## src/rtl/rd53_sar_adc10_ctrl.sv

```systemverilog
// 10-bit SAR ADC sequencer: sample, ten MSB-first bit trials, then a one-cycle DONE.
// Define RD53_SAR_OVF_EN to make OVF flag a full-scale (10'h3FF) result; otherwise OVF stays 0.
module rd53_sar_adc10_ctrl #(
  parameter int SAMPLE_CYCLES = 2,
  parameter int SETTLE_CYCLES = 2
) (
  input  logic       CLK,
  input  logic       RST_B,
  input  logic       START,
  input  logic       ABORT,
  input  logic       COMP,
  output logic       SAMPLE_EN,
  output logic [9:0] DAC_BIN,
  output logic       BUSY,
  output logic       DONE,
  output logic [9:0] ADC_OUT,
  output logic       OVF
);

  typedef enum logic [1:0] {IDLE, SAMPLE, CONV, FINISH} state_e;

  localparam logic [3:0] SAMPLE_LAST = 4'(SAMPLE_CYCLES - 1);
  localparam logic [3:0] SETTLE_LAST = 4'(SETTLE_CYCLES - 1);

  state_e      state_q, state_d;
  logic [3:0]  cnt_q, cnt_d;
  logic [3:0]  bit_q, bit_d;
  logic [9:0]  dac_q, dac_d;
  logic        sample_en_q, sample_en_d;
  logic        busy_q, busy_d;
  logic        done_q, done_d;
  logic [9:0]  adc_q, adc_d;
  logic        ovf_q, ovf_d;

  logic [9:0]  trial_bit;
  logic [9:0]  decided;

  always_comb begin
    state_d     = state_q;
    cnt_d       = cnt_q;
    bit_d       = bit_q;
    dac_d       = dac_q;
    sample_en_d = sample_en_q;
    busy_d      = busy_q;
    done_d      = 1'b0;
    adc_d       = adc_q;
    ovf_d       = ovf_q;

    // An unknown comparator level falls through to the else path, clearing the bit.
    trial_bit = 10'(1) << bit_q;
    if (COMP == 1'b1) begin
      decided = dac_q;
    end else begin
      decided = dac_q & ~trial_bit;
    end

    case (state_q)
      IDLE: begin
        if (START) begin
          state_d     = SAMPLE;
          cnt_d       = 4'd0;
          dac_d       = 10'd0;
          sample_en_d = 1'b1;
          busy_d      = 1'b1;
        end
      end
      SAMPLE: begin
        if (ABORT) begin
          state_d     = IDLE;
          cnt_d       = 4'd0;
          dac_d       = 10'd0;
          sample_en_d = 1'b0;
          busy_d      = 1'b0;
        end else if (cnt_q == SAMPLE_LAST) begin
          state_d     = CONV;
          cnt_d       = 4'd0;
          bit_d       = 4'd9;
          dac_d       = 10'h200;
          sample_en_d = 1'b0;
        end else begin
          cnt_d = cnt_q + 4'd1;
        end
      end
      CONV: begin
        if (ABORT) begin
          state_d = IDLE;
          cnt_d   = 4'd0;
          dac_d   = 10'd0;
          busy_d  = 1'b0;
        end else if (cnt_q == SETTLE_LAST) begin
          cnt_d = 4'd0;
          if (bit_q == 4'd0) begin
            state_d = FINISH;
            dac_d   = 10'd0;
            adc_d   = decided;
            done_d  = 1'b1;
`ifdef RD53_SAR_OVF_EN
            ovf_d   = (decided == 10'h3FF);
`else
            ovf_d   = 1'b0;
`endif
          end else begin
            bit_d = bit_q - 4'd1;
            dac_d = decided | (10'(1) << (bit_q - 4'd1));
          end
        end else begin
          cnt_d = cnt_q + 4'd1;
        end
      end
      FINISH: begin
        state_d = IDLE;
        busy_d  = 1'b0;
      end
      default: begin
        state_d     = IDLE;
        dac_d       = 10'd0;
        sample_en_d = 1'b0;
        busy_d      = 1'b0;
      end
    endcase
  end

  always_ff @(posedge CLK or negedge RST_B) begin
    if (!RST_B) begin
      state_q     <= IDLE;
      cnt_q       <= 4'd0;
      bit_q       <= 4'd0;
      dac_q       <= 10'd0;
      sample_en_q <= 1'b0;
      busy_q      <= 1'b0;
      done_q      <= 1'b0;
      adc_q       <= 10'd0;
      ovf_q       <= 1'b0;
    end else begin
      state_q     <= state_d;
      cnt_q       <= cnt_d;
      bit_q       <= bit_d;
      dac_q       <= dac_d;
      sample_en_q <= sample_en_d;
      busy_q      <= busy_d;
      done_q      <= done_d;
      adc_q       <= adc_d;
      ovf_q       <= ovf_d;
    end
  end

  assign SAMPLE_EN = sample_en_q;
  assign DAC_BIN   = dac_q;
  assign BUSY      = busy_q;
  assign DONE      = done_q;
  assign ADC_OUT   = adc_q;
  assign OVF       = ovf_q;

endmodule
```

## config.mk

```make
export PLATFORM = sky130hd
export DESIGN_NAME = rd53_sar_adc10_ctrl
export DESIGN_NICKNAME = d
export VERILOG_FILES = /design/src/rtl/rd53_sar_adc10_ctrl.sv
export SDC_FILE = /design/constraint.sdc
export NUM_CORES = 1
export LEC_CHECK = 0
export CORE_ASPECT_RATIO = 1.75
export CORE_MARGIN = 4
export CORE_UTILIZATION = 50
export DETAILED_ROUTE_END_ITERATION = 7
export PLACE_DENSITY_LB_ADDON = 0.1
export SYNTH_ARGS = -nofsm -noshare
export SYNTH_HDL_FRONTEND = slang
export SYNTH_SLANG_ARGS = --single-unit
```

## constraint.sdc

```tcl
create_clock -name CLK -period 2.95 [get_ports CLK]
set_input_delay 0.295 -clock CLK [delete_from_list [all_inputs] [get_ports CLK]]
set_output_delay 0.295 -clock CLK [all_outputs]
set_load 0.02 [all_outputs]
```

==> results of run 1 <==
-- path summary, 6_finish.rpt --
kind | start | endpoint | slack (ns) | depth (start not counted)
max | bit_q[0]$_DFFE_PN0P_ | DAC_BIN[1]$_DFFE_PN0P_ | 0.90 | 6
min | RST_B | ADC_OUT[8]$_DFFE_PN0P_ | 0.42 | 2
max reg2reg | bit_q[0]$_DFFE_PN0P_ | DAC_BIN[1]$_DFFE_PN0P_ | 0.90 | 6
min reg2reg | ADC_OUT[1]$_DFFE_PN0P_ | ADC_OUT[1]$_DFFE_PN0P_ | 0.46 | 2
max in group asynchronous | RST_B | ADC_OUT[6]$_DFFE_PN0P_ | 2.22 | 2
min in group CLK | ADC_OUT[1]$_DFFE_PN0P_ | ADC_OUT[1]$_DFFE_PN0P_ | 0.46 | 2
-- flip-flops by register name (all words and copies together) (netlist names) --
register / flops
cnt_q: 4
BUSY: 1
ADC_OUT: 10
DONE: 1
SAMPLE_EN: 1
state_q: 2
DAC_BIN: 10
bit_q: 4
-- layer usage --
layer  vias up  routed length [µm]
li1        793                   -
met1       779                1580
met2        44                2390
met3        21                 219
met4         0                 206
met5         -                   0
-- power by group through the flow --
| stage | Combinational, mW | Clock [mW] | Sequential [mW] |
|---|---|---|---|
| finish | 0.771 | 0.315 | 0.550 |
| global route | 0.865 | 0.351 | 0.559 |
| CTS | 0.776 | 0.325 | 0.551 |
| detailed placement | 0.772 | 0 | 0.559 |
| global placement | 0.747 | 0 | 0.555 |
| floorplan | 0.580 | 0 | 0.582 |
-- area by class of cell --
cell class / instances / area [µm²] / area share (%)
inverter: 16 / 60.1 / 2.58
clock buffer: 8 / 80.1 / 3.44
tap: 48 / 60.1 / 2.58
timing repair buffer: 28 / 278 / 11.9
sequential: 33 / 826 / 35.5
multi-input combinational: 153 / 1020 / 44.0
-- synth_stat cells, types with 2 or more instances --
cell and instances:
dfrtp_1 33, nand2_1 30, o21ai_0 17, inv_1 16
ha_1 10, a21oi_1 9, nand3_1 9, nor2_1 9
nand2b_1 6, nor3_1 5, a21o_2 3, a32o_2 3
and3_1 3, buf_4 3, mux2i_1 3, o21ai_1 3
o31ai_1 3, buf_2 2, buf_6 2, nor3b_4 2
nor4_1 2, o211ai_1 2, o22a_1 2, o22ai_1 2
o32ai_1 2
-- per-stage QoR --
step	util (%)	power, mW	worst slack (ns)	area (µm²)
2_1_floorplan	-	1.16	1.18	1980
3_3_place_gp	58.1	1.30	0.838	2250
3_5_place_dp	58.1	1.33	0.816	2250
4_1_cts	60.2	1.65	0.901	2330
5_1_grt	60.2	1.77	0.770	2330
6_report	60.2	1.64	0.897	2330
-- kinds of logic after synthesis --
kind of cell | after synthesis | synth area share [%]
DFF | 33 | 41.7
adders and majority gates | 10 | 6.33
buffers and inverters | 24 | 6.51
and+or+nand+nor | 82 | 23.5
muxes | 3 | 1.52
AOI/OAI and AO/OA | 57 | 20.2
other | 1 | 0.190
==> flow_summary_export.csv, run 1 <==
group,metric,value,unit
status,outcome,"complete, no violations",
global_route,grt_pass1_vias,1644,
cells_and_area,area_delta_synth_final,17.6,%
clocking,cts_tree,"done",
detailed_routing,wl_per_cell,15.4,µm
floorplan,ios,29,
critical_path,crit_type,"reg -> reg",
global_route,met2_usage,33.7,%
detailed_routing,vias,1637,
pwr,pwr-share-clk,19.3,%
hold_path,hp-class,"in -> async",
pwr,p_leak,1.04,nW
pwr,swShare,39.5,%
placed_design,portBuffers,27,
critical_path,slowest_delay,0.44,ns
timing,fmax,0.487,GHz
synth,seq_area_frac_synth,41.7,%
detailed_routing,remaining_drc_errors,0,
pwr,combPwrFrac,47.1,%
clocking,cts_root_buf,"clkbuf_8",
detailed_routing,firstDrtPassIters,4,
timing,finClkSkew,0.00410,ns
floorplan,die-width,55.5,µm
critical_path,crit_path_max_fanout,14,
critical_path,crit_buf_inv,1,
synth,yosysTopAreaCell,"dfrtp_1",
clocking,clockBufferDepth,2,
cells_and_area,diodes,0,
floorplan,start_util,51.2,%
synth,synth-seq-cells,33,
detailed_routing,viasPerCell,5.72,
synth,netlist_instances,210,
detailed_routing,drtIter0Drc,35,
cells_and_area,drive_gt1_share,11.3,%
floorplan,rows,30,
clocking,numCtsBuffers,5,
global_route,grt_max_degree,34,
global_route,grt.busiest_layer,"met2",
synth,syn_avg_cell_area,9.42,µm²
global_route,grt_use_met3,4.55,%
critical_path,path_cells,"inv_1 -> ha_1 -> nor3b_4 -> nor2_2 -> a21o_2 -> a32o_2",
critical_path,cp_slowest_cell,"dfrtp_1",
cells_and_area,final_cells,286,
pwr,p_seq_share,33.6,%
cells_and_area,fillCellCount,339,
timing,rsz0062_at_grt,"no",
placed_design,dpl.hpwl,3430,µm
timing,hold_viol_final,0,
cells_and_area,final_cell_mix,"dfrtp_1, nand2_1, clkdlybuf4s50_1",
synth,synthFlopType,"dfrtp_1",
timing,tns,0,ns
pwr,power.switching,0.646,mW
clocking,cts_resized,0,
clocking,post_cts_buffers,0,
synth,yosys_warnings,0,
timing,finalSetupViolCount,0,
synth,syn_nets,225,
pwr,p_per_area,703,mW/mm²
synth,synthDistinctLibCells,54,
global_route,grt_overflow,0,
global_route,antenna_found_initial,0,
detailed_routing,drt_wl_total,4400,µm
critical_path,cp-end-kind,"register",
placed_design,dp.cells,278,
timing,tightestPinTransition,0.547,ns
synth,syn-cell-area,0.00198,mm²
flow_run,cap_violations,0,
clocking,clkSlewWorstSetupHoldPaths,0.06,ns
global_route,grt_pass1_wl,7530,µm
floorplan,core_area,0.00387,mm²
cells_and_area,nets,252,
critical_path,path_delay_family,"simple AND/OR/NAND/NOR gates",
clocking,cts.sinks,33,
synth,synth_top_area_share,41.7,%
critical_path,cp.arrival,2.22,ns
pwr,peakVddDrop,0.461,mV
critical_path,cp.required,3.12,ns
critical_path,start_kind,"register",
clocking,htreeDepth,2,
placed_design,gp_congestion,0.949,
floorplan,dieArea,0.00507,mm²
synth,async_flop_share,100,%
clocking,clk-insertion-delay-late,0.28,ns
synth,synth_area_leaders,"dfrtp_1, ha_1, nand2_1",
synth,synth_edf_count,0,
global_route,grt.total_usage,18.6,%
timing,fin_crit_sh,69.6,%
timing,period_minus_slack,2.05,ns
pwr,internal_power,0.990,mW
cells_and_area,layout_commonest_cell,"dfrtp_1",
floorplan,die_h,91.2,µm
global_route,grt.met1_usage,18.5,%
timing,holdWs,0.419,ns
detailed_routing,antenna_left,0,
timing,slew_viol_final,0,
clocking,hold_buffers,0,
timing,slew_headroom,63.5,%
(Power assumes the default switching activity.)
==> inputs of run 2 (changes only) <==
--- a/config.mk
+++ b/config.mk
@@ -7,7 +7,7 @@
 export LEC_CHECK = 0
 export CORE_ASPECT_RATIO = 1.75
 export CORE_MARGIN = 4
-export CORE_UTILIZATION = 50
+export CORE_UTILIZATION = 49
 export DETAILED_ROUTE_END_ITERATION = 7
 export PLACE_DENSITY_LB_ADDON = 0.1
 export SYNTH_ARGS = -nofsm -noshare
==> constraint.sdc (replaced) <==
create_clock -name CLK -period 1.82 [get_ports CLK]
set_input_delay 0.182 -clock CLK [delete_from_list [all_inputs] [get_ports CLK]]
set_output_delay 0.182 -clock CLK [all_outputs]
set_load 0.02 [all_outputs]
==> flow_summary_export.csv, run 2 (synthesized netlist as in run 1, its figures left out) <==
group,metric,value,unit
critical_path,r2r_cells,8,
hold_path,hp-class,"in -> async",
clocking,clockBufferDepth,2,
flow_run,cap_violations,0,
placed_design,portBuffers,27,
clocking,cts_root_buf,"clkbuf_8",
detailed_routing,remaining_drc_errors,0,
clocking,htreeDepth,2,
placed_design,gp_congestion,0.924,
cells_and_area,layout_commonest_cell,"dfrtp_1",
floorplan,start_util,50.7,%
detailed_routing,drtIter0Drc,56,
placed_design,dpl.hpwl,3840,µm
pwr,peakVddDrop,1.07,mV
cells_and_area,final_cells,311,
clocking,clkSlewWorstSetupHoldPaths,0.07,ns
global_route,grt_pass1_wl,8540,µm
placed_design,dp.cells,297,
timing,hold_viol_final,0,
timing,fin_crit_sh,98.6,%
floorplan,ios,29,
floorplan,die-width,56.0,µm
floorplan,rows,30,
timing,rsz0062_at_grt,"yes",
critical_path,cp.required,2.00,ns
clocking,cts_tree,"done",
status,outcome,"complete, no violations",
detailed_routing,antenna_left,0,
floorplan,core_area,0.00390,mm²
timing,finalSetupViolCount,0,
floorplan,dieArea,0.00516,mm²
timing,tns,0,ns
critical_path,cp.arrival,1.98,ns
global_route,grt.total_usage,20.9,%
global_route,grt_overflow,0,
cells_and_area,drive_gt1_share,25.1,%
critical_path,rrSetupSlack,0.03,ns
detailed_routing,drt_wl_total,5140,µm
detailed_routing,firstDrtPassIters,4,
floorplan,die_h,92.1,µm
clocking,cts.sinks,33,
cells_and_area,nets,277,
cells_and_area,diodes,0,
clocking,numCtsBuffers,5,
critical_path,timing.rr.end,"DAC_BIN[1]$_DFFE_PN0P_",
placed_design,placed_cell_area,0.00239,mm²
critical_path,start_kind,"register",
detailed_routing,wl_per_cell,16.5,µm
detailed_routing,vias,1803,
global_route,grt_max_degree,34,
cells_and_area,final_cell_mix,"dfrtp_1, nand2_1, clkdlybuf4s50_1",
pwr,p_per_area,1260,mW/mm²
cells_and_area,final_area,0.00265,mm²
critical_path,cp-end-kind,"register",
critical_path,r2r_start,"bit_q[0]$_DFFE_PN0P_",
critical_path,crit_type,"reg -> reg",
cells_and_area,area_delta_synth_final,33.9,%
timing,fmax,0.557,GHz
detailed_routing,viasPerCell,5.80,
timing,finClkSkew,0.00565,ns
timing,slew_viol_final,0,
timing,period_minus_slack,1.79,ns
pwr,total_power,3.33,mW
global_route,grt_pass1_vias,1891,
critical_path,crit_path_max_fanout,8,
clocking,clk-insertion-delay-late,0.29,ns
global_route,antenna_found_initial,0,
pwr,p_leak,1.20,nW
-- run 2: cell types whose count changed in the layout (fill, tap and decap cells not counted), sizes merged --
cell	previous run	this run
bufinv	0	2
clkinv	0	1
clkbuf	8	5
buf	1	26
-- run 2: layout make-up --
cell class	instances	area, µm²
fill	322	1250
multi-input combinational	153	1100
sequential	33	827
timing repair buffer	53	465
clock buffer	5	68.8
clock inverter	3	65.1
inverter	16	60.1
tap	48	60.1
-- run 2: power breakdown --
group / total, mW / switching, mW / leakage, nW / internal (mW)
sequential: 0.900 / 0.0784 / 0.439 / 0.822
combinational: 1.61 / 0.891 / 0.697 / 0.715
clock: 0.823 / 0.279 / 0.0681 / 0.544
-- run 2: repair_timing --
item,4_1_cts,5_1_grt
pin swaps,0,1
gates resized for setup,5,13
hold buffers,0,0
buffers inserted,1,5
endpoints found under the setup margin,8,23
-- run 2: per-stage QoR --
step	util, %	setup slack, ns	hold slack, ns
after floorplan	-	0.0511	-0.114
after global placement	61.2	-0.0202	0.458
after detailed placement	61.2	-0.125	0.462
after CTS	65.6	0.00574	0.316
after global routing	67.9	-0.0136	0.332
final	67.9	0.0261	0.298
-- run 2: worst max-delay path by stage --
| stage | startpoint | end |
|---|---|---|
| 2_1_floorplan | state_q[0]$_DFFE_PN0P_ | DAC_BIN[1]$_DFFE_PN0P_ |
| 3_3_place_gp | ABORT | DAC_BIN[2]$_DFFE_PN0P_ |
| 3_5_place_dp | ABORT | DAC_BIN[1]$_DFFE_PN0P_ |
| 4_1_cts | bit_q[0]$_DFFE_PN0P_ | bit_q[3]$_DFFE_PN0P_ |
| 5_1_grt | bit_q[1]$_DFFE_PN0P_ | DAC_BIN[2]$_DFFE_PN0P_ |
| 6_report | bit_q[0]$_DFFE_PN0P_ | DAC_BIN[1]$_DFFE_PN0P_ |
-- run 2: per-layer routing --
| metal | part of all wire (%) | vias to the layer above | global-route usage [%] | wire [µm] |
|---|---|---|---|---|
| li1 | - | 845 | - | - |
| met1 | 34 | 877 | 19.1 | 1730 |
| met2 | 57 | 62 | 40.4 | 2940 |
| met3 | 4.4 | 19 | 4.65 | 224 |
| met4 | 4.6 | 0 | 11.9 | 235 |
| met5 | 0 | - | 0 | 0 |
-- run 2: worst max-delay path, cell delays in order, from the launching register on --
cell,delay (ns)
dfrtp_1,0.38
inv_1,0.11
ha_1,0.18
nor3b_4,0.20
buf_4,0.19
nor2_4,0.07
buf_4,0.15
a21o_2,0.18
a32o_2,0.22
==> inputs of run 3 (changes only) <==
--- a/config.mk
+++ b/config.mk
@@ -9,7 +9,7 @@
 export CORE_MARGIN = 4
 export CORE_UTILIZATION = 49
 export DETAILED_ROUTE_END_ITERATION = 7
-export PLACE_DENSITY_LB_ADDON = 0.1
+export PLACE_DENSITY = 0.76
 export SYNTH_ARGS = -nofsm -noshare
 export SYNTH_HDL_FRONTEND = slang
 export SYNTH_SLANG_ARGS = --single-unit
==> flow_summary_export.csv, run 3 (synthesized netlist as in run 1, its figures left out) <==
group,metric,value,unit
global_route,grt_overflow,0,
timing,rsz0062_at_grt,"yes",
cells_and_area,fillCellCount,328,
flow_run,cap_violations,0,
cells_and_area,utilization,67.4,%
clocking,clockBufferDepth,2,
timing,setup_slack,0.00885,ns
timing,tns,0,ns
clocking,cts.sinks,33,
cells_and_area,ff_latch_area,826,µm²
timing,slew_viol_final,0,
clocking,hold_buffers,0,
floorplan,core_area,0.00390,mm²
timing,hold_viol_final,0,
clocking,clkSlewWorstSetupHoldPaths,0.07,ns
floorplan,start_util,50.7,%
global_route,antenna_found_initial,0,
floorplan,dieArea,0.00516,mm²
floorplan,ios,29,
detailed_routing,viasPerCell,5.71,
clocking,clk-insertion-delay-late,0.29,ns
timing,fmax,0.552,GHz
critical_path,start_kind,"register",
cells_and_area,layout_commonest_cell,"dfrtp_1",
clocking,htreeDepth,2,
detailed_routing,firstDrtPassIters,4,
critical_path,crit_type,"reg -> reg",
critical_path,cp_common_cell,"buf_4",
critical_path,cp.arrival,1.97,ns
critical_path,cp.required,1.98,ns
timing,period_minus_slack,1.81,ns
critical_path,path_cells,"inv_1 -> ha_1 -> nor3b_4 -> buf_4 -> nor2_4 -> buf_4 -> a21oi_1 -> o32ai_1",
global_route,grt_pass1_vias,1785,
cells_and_area,diodes,0,
detailed_routing,remaining_drc_errors,0,
critical_path,cp-end-kind,"register",
critical_path,crit_buf_inv,3,
global_route,grt_pass1_wl,7920,µm
clocking,cts_root_buf,"clkbuf_8",
placed_design,portBuffers,27,
timing,fin_crit_sh,99.5,%
clocking,cts_tree,"done",
pwr,p_leak,1.20,nW
pwr,p_per_area,1230,mW/mm²
floorplan,die_h,92.1,µm
global_route,grt_max_degree,34,
placed_design,gp_congestion,0.881,
cells_and_area,drive_gt1_share,25.7,%
placed_design,dpl.hpwl,3650,µm
placed_design,post-place-ws,-0.0735,ns
cells_and_area,final_cell_mix,"dfrtp_1, nand2_1, clkdlybuf4s50_1",
detailed_routing,drtIter0Drc,39,
critical_path,path_delay_family,"buffers and inverters",
cells_and_area,nets,279,
timing,finClkSkew,0.00421,ns
pwr,peakVddDrop,0.801,mV
detailed_routing,drt_wl_total,5070,µm
detailed_routing,wl_per_cell,16.2,µm
floorplan,rows,30,
timing,finalSetupViolCount,0,
critical_path,cp_slowest_cell,"dfrtp_1",
clocking,numCtsBuffers,5,
critical_path,crit_path_max_fanout,10,
critical_path,slowest_delay,0.38,ns
cells_and_area,area_delta_synth_final,33.0,%
global_route,grt.total_usage,19.6,%
status,outcome,"complete, no violations",
hold_path,hp-class,"in -> async",
detailed_routing,vias,1787,
cells_and_area,multi_input_comb_area,0.00111,mm²
detailed_routing,antenna_left,0,
floorplan,die-width,56.0,µm
-- run 3: cell count changes in the layout (fill, tap and decap cells not counted), sizes merged --
cell / previous run / this run
o221ai: 1 / 2
clkbuf: 5 / 7
buf: 26 / 27
bufinv: 2 / 0
-- run 3: layout make-up --
type / instances / area share (%)
Clock buffer: 7 / 3.66
Sequential cell: 33 / 31.4
Inverter: 16 / 2.28
Timing Repair Buffer: 54 / 18.1
Tap cell: 48 / 2.28
Clock inverter: 1 / 0.190
Multi-Input combinational cell: 154 / 42.1
-- run 3: layer usage --
metal	vias to the layer above	wire length (µm)	part of all wire, %	GRT usage, %
met5	-	0	0	0
met4	0	180	3.6	11.5
met3	16	161	3.2	3.80
met2	48	2940	58	37.8
met1	872	1790	35	18.4
li1	851	-	-	-
-- run 3: what timing repair did --
action | 4_1_cts | 5_1_grt
gates cloned | 0 | 1
gates resized for setup | 4 | 13
setup buffers | 0 | 7
setup endpoints to repair | 4 | 25
pin swaps | 0 | 1
endpoints found under the hold margin | 0 | 0
-- run 3: power breakdown --
| part | internal, mW | switching, mW |
|---|---|---|
| clock | 0.342 | 0.270 |
| combinational | 0.781 | 0.943 |
| sequential | 0.820 | 0.0711 |
| total | 1.94 | 1.28 |
-- run 3: stage by stage --
step           power (mW)  hold WS (ns)  instance area [µm²]  cells
3_3_place_gp         2.25         0.453                 2390    297
5_1_grt              3.42         0.351                 2630    313
3_5_place_dp         2.29         0.456                 2390    297
2_1_floorplan        1.88        -0.114                 1980    210
4_1_cts              2.99         0.303                 2520    305
6_report             3.23         0.292                 2630    313
-- run 3: worst paths after layout --
check / start / endpoint / slack (ns) / cells past startpoint
max in group asynchronous: RST_B / DAC_BIN[3]$_DFFE_PN0P_ / 1.23 / 2
max: bit_q[0]$_DFFE_PN0P_ / DAC_BIN[7]$_DFFE_PN0P_ / 0.009 / 8
min reg2reg: ADC_OUT[3]$_DFFE_PN0P_ / ADC_OUT[3]$_DFFE_PN0P_ / 0.47 / 2
min in group CLK: ADC_OUT[3]$_DFFE_PN0P_ / ADC_OUT[3]$_DFFE_PN0P_ / 0.47 / 2
max reg2reg: bit_q[0]$_DFFE_PN0P_ / DAC_BIN[7]$_DFFE_PN0P_ / 0.009 / 8
min: RST_B / DAC_BIN[0]$_DFFE_PN0P_ / 0.29 / 2
